<file path="src/rtl/multicore_mem_pkg.sv">
// multicore_mem_pkg: shared widths and master indices for the on-chip RAM arbiter.
package multicore_mem_pkg;
  localparam int ADDR_W_DEF = 10;
  localparam int DATA_W_DEF = 32;
  localparam logic M0 = 1'b0;
  localparam logic M1 = 1'b1;
endpackage

</file>
<file path="src/rtl/rr_arb2.sv">
// rr_arb2: two-way round-robin grant; the master that did not win last gets priority.
module rr_arb2
  import multicore_mem_pkg::*;
(
  input  logic       clk,
  input  logic       reset_n,
  input  logic [1:0] req_i,
  input  logic       advance_i,
  output logic [1:0] gnt_o
);
  logic last_q, last_d;
  always_comb begin
    gnt_o  = (&req_i) ? ((last_q == M1) ? 2'b01 : 2'b10) : req_i;
    last_d = advance_i ? gnt_o[1] : last_q;
  end
  always_ff @(posedge clk) begin
    if (!reset_n) last_q <= M1;
    else last_q <= last_d;
  end
endmodule

</file>
<file path="src/rtl/multicore_onchip_arbiter.sv">
// multicore_onchip_arbiter: shares a single-port on-chip RAM between two Avalon-MM masters,
// routing the one-cycle-latency read data back to the master that issued the read.
module multicore_onchip_arbiter
  import multicore_mem_pkg::*;
#(
  parameter int ADDR_W = ADDR_W_DEF,
  parameter int DATA_W = DATA_W_DEF,
  parameter int BE_W   = DATA_W / 8
) (
  input  logic              clk,
  input  logic              reset_n,
  input  logic [ADDR_W-1:0] m0_address,
  input  logic [BE_W-1:0]   m0_byteenable,
  input  logic              m0_read,
  input  logic              m0_write,
  input  logic [DATA_W-1:0] m0_writedata,
  output logic              m0_waitrequest,
  output logic [DATA_W-1:0] m0_readdata,
  output logic              m0_readdatavalid,
  input  logic [ADDR_W-1:0] m1_address,
  input  logic [BE_W-1:0]   m1_byteenable,
  input  logic              m1_read,
  input  logic              m1_write,
  input  logic [DATA_W-1:0] m1_writedata,
  output logic              m1_waitrequest,
  output logic [DATA_W-1:0] m1_readdata,
  output logic              m1_readdatavalid,
  output logic [ADDR_W-1:0] ram_address,
  output logic [BE_W-1:0]   ram_byteenable,
  output logic              ram_chipselect,
  output logic              ram_write,
  output logic [DATA_W-1:0] ram_writedata,
  output logic              ram_clken,
  input  logic [DATA_W-1:0] ram_readdata
);
  logic [1:0] req, gnt;
  logic       sel, sel_q, sel_d;
  logic       rd_acc, rd_pend_q, rd_pend_d, rd_owner_q, rd_owner_d;
  assign req = {reset_n & (m1_read | m1_write), reset_n & (m0_read | m0_write)};
  rr_arb2 u_arb (
    .clk      (clk),
    .reset_n  (reset_n),
    .req_i    (req),
    .advance_i(|gnt),
    .gnt_o    (gnt)
  );
  // Read+write together counts as a write, so only a pure read expects data back.
  always_comb begin
    sel        = (|gnt) ? gnt[1] : sel_q;
    sel_d      = sel;
    rd_acc     = (gnt[0] & m0_read & ~m0_write) | (gnt[1] & m1_read & ~m1_write);
    rd_pend_d  = rd_acc;
    rd_owner_d = rd_acc ? gnt[1] : rd_owner_q;
  end
  always_ff @(posedge clk) begin
    if (!reset_n) begin
      sel_q      <= 1'b0;
      rd_pend_q  <= 1'b0;
      rd_owner_q <= 1'b0;
    end else begin
      sel_q      <= sel_d;
      rd_pend_q  <= rd_pend_d;
      rd_owner_q <= rd_owner_d;
    end
  end
  assign ram_address      = sel ? m1_address : m0_address;
  assign ram_byteenable   = sel ? m1_byteenable : m0_byteenable;
  assign ram_writedata    = sel ? m1_writedata : m0_writedata;
  assign ram_chipselect   = |gnt;
  assign ram_write        = (gnt[0] & m0_write) | (gnt[1] & m1_write);
  assign ram_clken        = reset_n;
  assign m0_waitrequest   = ~reset_n | ((m0_read | m0_write) & ~gnt[0]);
  assign m1_waitrequest   = ~reset_n | ((m1_read | m1_write) & ~gnt[1]);
  assign m0_readdata      = ram_readdata;
  assign m1_readdata      = ram_readdata;
  // Reset in the return cycle kills an in-flight read's strobe.
  assign m0_readdatavalid = reset_n & rd_pend_q & (rd_owner_q == M0);
  assign m1_readdatavalid = reset_n & rd_pend_q & (rd_owner_q == M1);
endmodule

</file>
<file path="config.mk">
export PLATFORM = sky130hd
export DESIGN_NAME = multicore_onchip_arbiter
export DESIGN_NICKNAME = d
export VERILOG_FILES = /design/src/rtl/multicore_mem_pkg.sv /design/src/rtl/rr_arb2.sv /design/src/rtl/multicore_onchip_arbiter.sv
export SDC_FILE = /design/constraint.sdc
export NUM_CORES = 1
export LEC_CHECK = 0
export CORE_AREA = 2 2 97 99
export CTS_CLUSTER_DIAMETER = 40
export CTS_CLUSTER_SIZE = 12
export DETAILED_ROUTE_END_ITERATION = 7
export DIE_AREA = 0 0 99 101
export SYNTH_ARGS = -nofsm -noshare
export SYNTH_HDL_FRONTEND = slang
export SYNTH_SLANG_ARGS = --single-unit
</file>
<file path="constraint.sdc">
create_clock -name clk -period 2.3 [get_ports clk]
set_input_delay 0.23 -clock clk [delete_from_list [all_inputs] [get_ports clk]]
set_output_delay 0.23 -clock clk [all_outputs]
set_load 0.05 [all_outputs]
</file>
==> flow_metrics.env <==
export IMPL_setup_viol_count_final=0
export IMPL_rows=35
export IMPL_ys_warn_count=0
export IMPL_syn2layout_area_growth_pct=83.8
export IMPL_gp_congestion=0.715
export IMPL_ys_types=24
export IMPL_cts_root_buf="clkbuf_8"
export IMPL_cts_hold_buf=0
export IMPL_synth_top_area_frac=0.341
export IMPL_crit_type="primary input to output pin"
export IMPL_rsz0062_at_grt="no"
export IMPL_antenna_found_initial=0
export IMPL_min_period_ps=2220
export IMPL_synth_area_top_cells="buf_4 34%, mux2_4 30%, mux2_2 13%"
export IMPL_wire_per_inst_um=12.3
export IMPL_placed_cells_incl_taps=350
export IMPL_syn_area_per_cell_sq_um=9.30
export IMPL_arrival_ps=1990
export IMPL_htreeDepth=1
export IMPL_path_cells="dlygate4sd2_1 -> o41ai_4 -> a22oi_2 -> buf_4 -> bufbuf_16 -> mux2_4 -> buf_4"
export IMPL_routed_via_count=1359
export IMPL_worstSetupEndpointType="output pin"
export IMPL_dieArea_sq_um=10000
export IMPL_fin_cells=356
export IMPL_pin_count=247
export IMPL_syn_inst=154
export IMPL_cpMaxStageDelayCell="o41ai_4"
export IMPL_port_buffers=150
export IMPL_skew_ps=5.31
export IMPL_maxCapViolations=0
export IMPL_drt_iter0_drc=7
export IMPL_synth_largest_area_cell="buf_4"
export IMPL_via_per_inst=3.82
export IMPL_num_antenna_cells=0
export IMPL_drc=0
export IMPL_hp_class="primary input to output pin"
export IMPL_ys_async_sr_fraction=0
export IMPL_seq_area_frac_synth=0.0559
export IMPL_outcome="finished clean"
export IMPL_leakage_uw=0.00121
export IMPL_coreArea_sq_um=8980
export IMPL_placed_cell_area_sq_um=2540
export IMPL_ys_ff_latch=4
export IMPL_synth_edf_count=0
export IMPL_grt_pass1_wl_um=6120
export IMPL_relSlewSlack=0.803
export IMPL_syn_area_sq_um=1430
export IMPL_hold_violations=0
export IMPL_initial_utilization=0.160
export IMPL_design_area_sq_um=2630
export IMPL_dp_hpwl_um=3740
export IMPL_cp_common_cell="buf_4"
export IMPL_cts_buffers=3
export IMPL_cts_tree="done"
export IMPL_worst_pin_slew_ps=294
export IMPL_dieWidth_um=99
export IMPL_critPathRequiredTime_ps=2070
export IMPL_synth_nets=284
export IMPL_drive_above_1_share=0.465
export IMPL_routed_wl_um=4380
export IMPL_grtUsageTotal=0.0768
export IMPL_total_power_uw=1120
export IMPL_max_freq_mhz=450
export IMPL_drv_slew=0
export IMPL_finish_utilization=0.293
export IMPL_detail_route_antenna_nets=0
export IMPL_timing_final_crit_share=0.967
export IMPL_grt_overflow=0
export IMPL_die_height_um=101
export IMPL_worstSetupStartpointType="primary input"
export IMPL_grt_start_max_net_pins=24
export IMPL_synthFlopType="dfxtp_1"
export IMPL_ir_drop_mv=0.142
export IMPL_final_nets=377
export IMPL_clk_latency_ps=210
export IMPL_cts_max_path_buffers=2
export IMPL_cts_num_sinks=4
export IMPL_firstDrtPassIters=3
export IMPL_slowest_delay_ps=400
export IMPL_crit_path_max_fanout=12
export IMPL_grt_pass1_vias=1285
export IMPL_p_per_area_nw_per_um2=424
==> cell families after synthesis <==
kind of cell,after synthesis,synth area share
AOI/OAI and AO/OA,14,0.0716
DFF,4,0.0559
muxes,46,0.438
and+or+nand+nor,13,0.0402
buffers and inverters,77,0.395
==> synthesized netlist by cell type (2+ instances only) <==
master / count
nand2_1: 4
nor3_1: 2
inv_1: 5
dfxtp_1: 4
o21a_1: 3
buf_6: 4
mux2_2: 17
mux2_4: 29
nor2_1: 4
buf_4: 65
buf_2: 2
o21ai_0: 3
==> stage by stage <==
step	TNS, ps	hold slack [ps]	setup WS (ps)
3_5_place_dp	-3180	460	-93.1
3_3_place_gp	-400	460	-37.0
4_1_cts	0	460	62.5
5_1_grt	0	460	20.0
6_report	0	460	76.5
2_1_floorplan	0	418	166
==> cell type report <==
cell class                      instances  area [sq um]
Clock buffer                            3          41.3
Sequential cell                         4          80.1
Fill cell                             917          6340
Multi-Input combinational cell         73           803
Inverter                                5          18.8
Timing Repair Buffer                  160          1550
Tap cell                              111           139
==> worst paths after layout <==
check                            startpoint  slack [ps]  cells past startpoint                       to
setup / recovery                   m1_write          80                      7        ram_writedata[18]
hold / removal             ram_readdata[16]         460                      0          m0_readdata[16]
setup reg to reg  u_arb.last_q$_SDFFE_PN1N_         950                      5                flip-flop
hold reg to reg     rd_owner_q$_SDFFE_PN0P_         560                      2  rd_owner_q$_SDFFE_PN0P_
==> worst max-delay path, delay by kind of cell <==
family | cells | cell delay [ps]
buffers and inverters | 4 | 940
muxes | 1 | 300
AOI/OAI and AO/OA | 2 | 520
==> metal layers <==
metal,wire length [um],up-vias,GRT usage
met5,0,-,0
met4,123,0,0.0337
met1,1330,580,0.0676
met2,2220,119,0.146
met3,697,20,0.0395
li1,-,640,-
==> power breakdown <==
group          leakage (uW)  switching (uW)  total [uW]  internal [uW]
clock network     0.0000216            33.0         144            111
logic               0.00116             462         893            431
registers         0.0000330            4.57        79.0           74.4
total               0.00121             499        1120            617
==> layout by cell type (no fill, tap or decap), types with 4 or more instances in the layout <==
cell type / instances
buf_4: 55
mux2_2: 17
dlygate4sd2_1: 5
dfxtp_1: 4
nand2_1: 4
nor2_1: 4
inv_1: 5
clkdlybuf4s50_1: 92
buf_12: 7
mux2_4: 29
==> repair_timing <==
action | CTS | global route
gates resized for setup | 6 | 0
endpoints found under the hold margin | 0 | 0
endpoints found under the setup margin | 46 | 0
buffers inserted | 2 | 0
Power figures use the tool's default switching activity.
